[src/rtl/angle_frame_pkg.sv]
// Shared constants, FSM encoding, frame payload type and CRC-8 helper for angle_frame_tx.
package angle_frame_pkg;

  localparam logic [7:0]  HEADER_DEFAULT = 8'hA5;
  localparam int unsigned FRAME_LEN      = 8;
  localparam logic [7:0]  CRC8_POLY      = 8'h07;
  localparam logic [7:0]  CRC8_INIT      = 8'h00;

  typedef enum logic [1:0] {
    ST_IDLE  = 2'd0,
    ST_START = 2'd1,
    ST_DATA  = 2'd2,
    ST_STOP  = 2'd3
  } tx_state_e;

  typedef struct packed {
    logic [4:0]  mode;
    logic [7:0]  seq;
    logic [31:0] angle;
    logic [7:0]  chk;
  } frame_t;

  // CRC-8, MSB first, no reflection: fold one byte into the running value.
  function automatic logic [7:0] crc8_byte(input logic [7:0] crc, input logic [7:0] data);
    logic [7:0] c;
    c = crc ^ data;
    for (int i = 0; i < 8; i++) begin
      c = c[7] ? ({c[6:0], 1'b0} ^ CRC8_POLY) : {c[6:0], 1'b0};
    end
    return c;
  endfunction

endpackage

[src/rtl/uart_byte_tx.sv]
// 8N1 UART byte transmitter; done marks the last cycle of the stop bit so the
// next byte can be chained without an idle gap.
module uart_byte_tx
  import angle_frame_pkg::*;
#(
  parameter logic [15:0] BAUD_DIV = 16'd40
) (
  input  logic       clk_100M,
  input  logic       rst_n,
  input  logic       start,
  input  logic [7:0] byte_in,
  output logic       txd,
  output logic       done
);

  tx_state_e   state_q, state_d;
  logic [15:0] timer_q, timer_d;
  logic [2:0]  bit_idx_q, bit_idx_d;
  logic [7:0]  shreg_q, shreg_d;
  logic        txd_d, done_d;
  logic        bit_end;

  assign bit_end = (timer_q == BAUD_DIV - 16'd1);

  always_ff @(posedge clk_100M or negedge rst_n) begin
    if (!rst_n) begin
      state_q   <= ST_IDLE;
      timer_q   <= '0;
      bit_idx_q <= '0;
      shreg_q   <= '0;
      txd       <= 1'b1;
      done      <= 1'b0;
    end else begin
      state_q   <= state_d;
      timer_q   <= timer_d;
      bit_idx_q <= bit_idx_d;
      shreg_q   <= shreg_d;
      txd       <= txd_d;
      done      <= done_d;
    end
  end

  // Next-state and registered-output values; STOP may chain straight into START.
  always_comb begin
    state_d   = state_q;
    timer_d   = timer_q + 16'd1;
    bit_idx_d = bit_idx_q;
    shreg_d   = shreg_q;
    txd_d     = txd;
    done_d    = 1'b0;
    case (state_q)
      ST_IDLE: begin
        timer_d = '0;
        txd_d   = 1'b1;
        if (start) begin
          state_d = ST_START;
          txd_d   = 1'b0;
          shreg_d = byte_in;
        end
      end
      ST_START: begin
        if (bit_end) begin
          state_d   = ST_DATA;
          timer_d   = '0;
          bit_idx_d = '0;
          txd_d     = shreg_q[0];
          shreg_d   = {1'b0, shreg_q[7:1]};
        end
      end
      ST_DATA: begin
        if (bit_end) begin
          timer_d = '0;
          if (bit_idx_q == 3'd7) begin
            state_d = ST_STOP;
            txd_d   = 1'b1;
          end else begin
            bit_idx_d = bit_idx_q + 3'd1;
            txd_d     = shreg_q[0];
            shreg_d   = {1'b0, shreg_q[7:1]};
          end
        end
      end
      ST_STOP: begin
        done_d = (timer_q == BAUD_DIV - 16'd2);
        if (bit_end) begin
          timer_d = '0;
          if (start) begin
            state_d = ST_START;
            txd_d   = 1'b0;
            shreg_d = byte_in;
          end else begin
            state_d = ST_IDLE;
            txd_d   = 1'b1;
          end
        end
      end
      default: begin
        state_d = ST_IDLE;
        txd_d   = 1'b1;
      end
    endcase
  end

endmodule

[src/rtl/angle_frame_tx.sv]
// Frames angle samples into 8-byte UART packets. Define ANGLE_FRAME_CRC8_EN to
// replace the mod-256 sum check byte with CRC-8/0x07.
module angle_frame_tx
  import angle_frame_pkg::*;
#(
  parameter logic [15:0] BAUD_DIV = 16'd40,
  parameter logic [7:0]  HEADER   = HEADER_DEFAULT
) (
  input  logic        clk_100M,
  input  logic        rst_n,
  input  logic        sample_vld,
  input  logic [31:0] angle_in,
  input  logic [4:0]  mode,
  output logic        txd,
  output logic        busy,
  output logic [7:0]  seq,
  output logic [15:0] drop_cnt
);

  localparam logic [2:0] LAST_BYTE = 3'(FRAME_LEN - 1);

  frame_t     frame_q;
  logic [2:0] byte_idx_q;
  logic [2:0] next_idx;
  logic [7:0] chk_calc;
  logic [7:0] tx_byte;
  logic       byte_done;
  logic       byte_start;
  logic       accept;
  logic       next_byte;
  logic       frame_end;

  assign accept     = sample_vld & ~busy;
  assign next_byte  = byte_done && (byte_idx_q != LAST_BYTE);
  assign frame_end  = byte_done && (byte_idx_q == LAST_BYTE);
  assign byte_start = accept | next_byte;
  assign next_idx   = byte_idx_q + 3'd1;

  // Check byte over bytes 1..6, computed from the live inputs on the accepting edge.
  always_comb begin
`ifdef ANGLE_FRAME_CRC8_EN
    chk_calc = CRC8_INIT;
    chk_calc = crc8_byte(chk_calc, {3'b000, mode});
    chk_calc = crc8_byte(chk_calc, seq);
    chk_calc = crc8_byte(chk_calc, angle_in[31:24]);
    chk_calc = crc8_byte(chk_calc, angle_in[23:16]);
    chk_calc = crc8_byte(chk_calc, angle_in[15:8]);
    chk_calc = crc8_byte(chk_calc, angle_in[7:0]);
`else
    chk_calc = {3'b000, mode} + seq + angle_in[31:24] + angle_in[23:16]
             + angle_in[15:8] + angle_in[7:0];
`endif
  end

  always_comb begin
    tx_byte = HEADER;
    if (!accept) begin
      case (next_idx)
        3'd1:    tx_byte = {3'b000, frame_q.mode};
        3'd2:    tx_byte = frame_q.seq;
        3'd3:    tx_byte = frame_q.angle[31:24];
        3'd4:    tx_byte = frame_q.angle[23:16];
        3'd5:    tx_byte = frame_q.angle[15:8];
        3'd6:    tx_byte = frame_q.angle[7:0];
        3'd7:    tx_byte = frame_q.chk;
        default: tx_byte = HEADER;
      endcase
    end
  end

  always_ff @(posedge clk_100M or negedge rst_n) begin
    if (!rst_n) begin
      frame_q    <= '0;
      byte_idx_q <= '0;
      busy       <= 1'b0;
      seq        <= '0;
    end else if (accept) begin
      frame_q.mode  <= mode;
      frame_q.seq   <= seq;
      frame_q.angle <= angle_in;
      frame_q.chk   <= chk_calc;
      byte_idx_q    <= '0;
      busy          <= 1'b1;
      seq           <= seq + 8'd1;
    end else if (next_byte) begin
      byte_idx_q <= next_idx;
    end else if (frame_end) begin
      busy <= 1'b0;
    end
  end

  // Saturating count of samples that arrived while a frame was in flight.
  always_ff @(posedge clk_100M or negedge rst_n) begin
    if (!rst_n) begin
      drop_cnt <= '0;
    end else if (sample_vld && busy && (drop_cnt != 16'hFFFF)) begin
      drop_cnt <= drop_cnt + 16'd1;
    end
  end

  uart_byte_tx #(
    .BAUD_DIV (BAUD_DIV)
  ) u_byte_tx (
    .clk_100M (clk_100M),
    .rst_n    (rst_n),
    .start    (byte_start),
    .byte_in  (tx_byte),
    .txd      (txd),
    .done     (byte_done)
  );

endmodule

[config.mk]
export PLATFORM = sky130hd
export DESIGN_NAME = angle_frame_tx
export DESIGN_NICKNAME = d
export VERILOG_FILES = /design/src/rtl/angle_frame_pkg.sv /design/src/rtl/uart_byte_tx.sv /design/src/rtl/angle_frame_tx.sv
export SDC_FILE = /design/constraint.sdc
export NUM_CORES = 1
export LEC_CHECK = 0
export CAP_MARGIN = 20
export CORE_MARGIN = 2
export CORE_UTILIZATION = 50
export CTS_BUF_LIST = sky130_fd_sc_hd__clkbuf_8 sky130_fd_sc_hd__clkbuf_16
export DETAILED_ROUTE_END_ITERATION = 10
export HOLD_SLACK_MARGIN = 0.02
export PLACE_DENSITY_LB_ADDON = 0.1
export SYNTH_ARGS = -nofsm -noshare
export SYNTH_HDL_FRONTEND = slang
export SYNTH_SLANG_ARGS = --single-unit
[constraint.sdc]
create_clock -name clk_100M -period 3.2 [get_ports clk_100M]
set_input_delay 0.32 -clock clk_100M [delete_from_list [all_inputs] [get_ports clk_100M]]
set_output_delay 0.32 -clock clk_100M [all_outputs]
set_load 0.02 [all_outputs]
==> flow_metrics.py <==
metrics = {
    "synthesis": {
        "yosys_register_bits": 112,
        "fraction_of_the_mapped_netlist_area_in_simple_logic_gates_pct": 13.9,
        "synth_edf_count": 0,
        "yosysUniqueCellTypes": 52,
        "fraction_of_synthesized_area_in_multiplexers_pct": 3.25,
        "avgSynthCellArea_um2": 9.96,
        "synthesis.area_um2": 6160,
        "synth_fa_ha_area_share_pct": 13.2,
        "synth_top_family_by_area": "simple AND/OR/NAND/NOR gates",
        "post_synthesis_compound_gate_area_fraction_pct": 11.7,
        "async_reset_ff_share_pct": 100,
        "synth_top_flop_cell": "sky130_fd_sc_hd__dfrtp_1",
        "synth.net_count": 709,
        "yosys_warnings": 0,
        "synth-xor-area-share_pct": 6.62,
        "synth.yosys.seq_area_share_pct": 45.5,
        "postSynthCellCount": 619,
    },
    "setup_path": {
        "critical_path.cell_chain": "clkdlybuf4s50_1 > inv_1 > fa_1 > fa_1 > fa_1 > xnor2_1 > xnor3_1 > xnor2_2 > xnor2_1 > o21ai_1",
        "path_class": "in2reg",
        "timing.critical_path.slowest_cell_delay_ns": 0.53,
        "critPathArrivalTime_ns": 3.36,
        "critPathCaptureType": "register",
        "critPathMostFrequentCell": "sky130_fd_sc_hd__fa_1",
        "worstPathRequired_ns": 3.41,
        "worst-path-max-fanout": 2,
        "critPathLaunchType": "primary input",
        "critical-path-slowest-cell": "sky130_fd_sc_hd__fa_1",
    },
    "clock_network": {
        "sinks_on_the_clock_net": 112,
        "clock_tree.htree_level_count": 3,
        "cts_setup_buffers": 0,
        "clock-root-buffer": "sky130_fd_sc_hd__clkbuf_16",
        "clk_pin_slew_ns": 0.07,
        "tritoncts_clock_tree": "done",
        "cts_inserted_buffers": 9,
        "clkLatencyLatePin_ns": 0.35,
        "cts_max_path_buffers": 2,
    },
    "timing": {
        "unrepaired_setup_endpoints_after_global_routing": "yes",
        "finClkSkew_ns": 0.00665,
        "fin_crit_sh_pct": 98.6,
        "slew_violations": 0,
        "tightest_slew_ns": 0.855,
        "final.min_clock_period_ns": 3.15,
        "final_hold_viol_count": 0,
        "slew_headroom_pct": 42.5,
        "setup_viol": 0,
        "whs_ns": 0.273,
        "max_freq_ghz": 0.317,
    },
    "power": {
        "internal_power_mw": 2.75,
        "power.total_mw": 3.99,
        "combPwrFrac_pct": 31.5,
        "total_leakage_power_nw": 3.60,
        "power.share.clock_pct": 26.0,
        "switching_share_pct": 31.0,
        "power_density_nw_per_um2": 533,
        "max-vdd-ir-drop_mv": 0.391,
        "netSwitchingPower_mw": 1.24,
        "seqPwrFrac_pct": 42.5,
    },
    "layout": {
        "fill_cells": 1049,
        "antennaDiodeCount": 0,
        "final_design_area_no_fill_um2": 7480,
        "ratio_of_cells_with_drive_above_1_in_the_final_layout_pct": 14.3,
        "flow.area_growth_from_synthesis_pct": 21.4,
        "layout.nets": 790,
    },
    "status": {
        "run_status": "complete, no violations",
    },
    "floorplanning": {
        "start_util_pct": 51.3,
        "design.die.area_um2": 13200,
        "core_region_area_um2": 12000,
        "ios": 66,
        "width_of_the_chip_um": 115,
        "cell_row_count": 40,
        "die_height_um": 115,
    },
    "routing": {
        "detail_route.iter0.violations": 258,
        "post_drt_via_cell_ratio": 5.31,
        "dr_total_vias": 4523,
        "wirelength_um": 13200,
        "drcViolationCount": 0,
        "drt.antenna.violating_nets": 0,
        "detail_route.first_pass.iterations": 4,
        "wire_per_inst_um": 15.5,
    },
    "global_route": {
        "overflow": 0,
        "total_routing_resource_utilization_after_global_routing_pct": 21.7,
        "antenna_found_initial": 0,
        "grt_pass1_vias": 4707,
        "grt_pass1_wl_um": 22400,
        "grt_start_max_net_pins": 83,
    },
    "flow_run": {
        "cap_viol_max_count": 0,
    },
    "placement": {
        "gp_congestion": 0.781,
        "placement.cell_area_um2": 7150,
        "detailedPlacementHpwl_um": 9670,
        "port_buffers": 65,
    },
    "min_path": {
        "path_type_of_the_worst_min_delay_path": "in2reg",
    },
}
-- metal layers --
layer / up-vias / track usage (%) / share of wire, %
met1: 2216 / 28.7 / 45
met2: 82 / 36.2 / 49
met5: - / 0 / 0
li1: 2213 / - / -
met4: 0 / 5.14 / 1.3
met3: 12 / 5.48 / 3.9
-- stage by stage --
step | instances | setup WS (ns) | TNS [ns] | utilization (%)
after floorplan | 619 | -0.0277 | -0.0511 | -
after global placement | 835 | -0.575 | -2.19 | 59.5
after detailed placement | 835 | -0.651 | -2.39 | 59.5
after CTS | 852 | 0.00901 | 0 | 62.1
after global routing | 852 | -0.102 | -0.196 | 62.3
final | 852 | 0.0461 | 0 | 62.3
-- registers in the layout, indices dropped and copies added, names as in the netlist --
signal               cells
seq                      8
frame_q                 53
u_byte_tx.done           1
u_byte_tx.bit_idx_q      3
u_byte_tx.shreg_q        8
u_byte_tx.timer_q       16
u_byte_tx.txd            1
busy                     1
byte_idx_q               3
drop_cnt                16
u_byte_tx.state_q        2
-- what timing repair did --
action | CTS | global route
endpoints found under the hold margin | 40 | 0
gates resized for setup | 27 | 14
pin swaps | 14 | 5
hold buffers | 1 | 0
setup endpoints to repair | 3 | 3
-- final timing paths --
check	start	to	slack [ns]	cells past startpoint
max	angle_in[6]	frame_q[7]	0.05	10
min	mode[2]	frame_q[50]	0.27	3
max reg2reg	seq[3]	frame_q[7]	0.09	11
min reg2reg	u_byte_tx.timer_q[0]	u_byte_tx.timer_q[0]	0.48	1
max in group asynchronous	rst_n	u_byte_tx.txd	1.90	3
min in group asynchronous	rst_n	drop_cnt[13]	0.50	2
-- final cells by class --
cell class	count	area, um2	share of cell area [%]
well taps	147	184	2.46
repair buffers	98	900	12.0
multi-input cells	415	3080	41.2
clock buffers	10	239	3.19
clock inverters	6	30.0	0.401
inverters	64	240	3.21
flip-flops and latches	112	2810	37.5
-- cells in the mapped netlist, drive strengths merged, types with 2 or more instances --
cell type | n | area (um2)
nand2 | 120 | 450
dfrtp | 111 | 2780
inv | 64 | 240
o21ai | 43 | 215
xnor2 | 27 | 236
fa | 25 | 500
ha | 25 | 313
nor2 | 24 | 90.1
clkbuf | 23 | 86.3
xor2 | 17 | 149
mux2 | 16 | 180
nand3 | 13 | 65.1
a21oi | 12 | 71.3
a22oi | 12 | 90.1
nand4 | 11 | 68.8
a22o | 7 | 61.3
a221oi | 6 | 52.6
a211oi | 5 | 50.1
and4 | 5 | 45.0
buf | 5 | 30.0
and2 | 4 | 25.0
nor4 | 4 | 25.0
a21o | 3 | 22.5
a221o | 3 | 30.0
a2bb2oi | 3 | 26.3
a31oi | 3 | 18.8
and3 | 3 | 20.0
or3 | 3 | 18.8
mux2i | 2 | 20.0
nand2b | 2 | 12.5
nor3 | 2 | 10.0
or2 | 2 | 12.5
-- worst max-delay path, delay by kind of cell --
family                   cells  cell delay [ns]
adder cells (fa/ha/maj)      3             1.50
XOR/XNOR                     4             0.97
AO/OA/AOI/OAI                1             0.07
buffers and inverters        2             0.51
-- logic make-up (layout without fill, tap and decap cells) --
family | Yosys count | after routing
adder cells (fa/ha/maj) | 50 | 50
AO/OA/AOI/OAI | 107 | 107
XOR/XNOR | 45 | 45
AND/OR/NAND/NOR | 195 | 195
flip-flops | 112 | 112
multiplexers | 18 | 18
buffers and inverters | 92 | 178
-- cells in the final DEF (no fill, tap or decap), types with 3 or more instances in the layout --
master / instances
sky130_fd_sc_hd__fa_1: 22
sky130_fd_sc_hd__nand2_1: 120
sky130_fd_sc_hd__a22o_1: 7
sky130_fd_sc_hd__ha_4: 3
sky130_fd_sc_hd__ha_1: 22
sky130_fd_sc_hd__inv_2: 15
sky130_fd_sc_hd__a2bb2oi_1: 3
sky130_fd_sc_hd__o21ai_0: 40
sky130_fd_sc_hd__dfrtp_2: 3
sky130_fd_sc_hd__fa_2: 3
sky130_fd_sc_hd__a31oi_1: 3
sky130_fd_sc_hd__xnor2_1: 26
sky130_fd_sc_hd__a211oi_1: 3
sky130_fd_sc_hd__a21o_1: 3
sky130_fd_sc_hd__xor2_1: 17
sky130_fd_sc_hd__a221oi_1: 6
sky130_fd_sc_hd__clkdlybuf4s50_1: 52
sky130_fd_sc_hd__nand3_1: 13
sky130_fd_sc_hd__nand4_1: 11
sky130_fd_sc_hd__mux2_2: 16
sky130_fd_sc_hd__and4_1: 4
sky130_fd_sc_hd__a221o_1: 3
sky130_fd_sc_hd__dlygate4sd2_1: 11
sky130_fd_sc_hd__buf_4: 32
sky130_fd_sc_hd__dfrtp_1: 108
sky130_fd_sc_hd__clkbuf_16: 9
sky130_fd_sc_hd__nor4_1: 4
sky130_fd_sc_hd__nor2_1: 24
sky130_fd_sc_hd__and2_1: 4
sky130_fd_sc_hd__inv_1: 53
sky130_fd_sc_hd__or3_1: 3
sky130_fd_sc_hd__a22oi_1: 12
sky130_fd_sc_hd__a21oi_1: 9
-- power by group through the flow --
stage / Combinational, mW / Clock, mW / Sequential (mW)
after detailed placement: 1.12 / 0 / 1.72
final: 1.26 / 1.04 / 1.70
after global placement: 1.10 / 0 / 1.71
after global routing: 1.41 / 1.14 / 1.72
after CTS: 1.20 / 1.07 / 1.69
after floorplan: 0.621 / 0 / 1.75
Power figures use the tool's default switching activity.
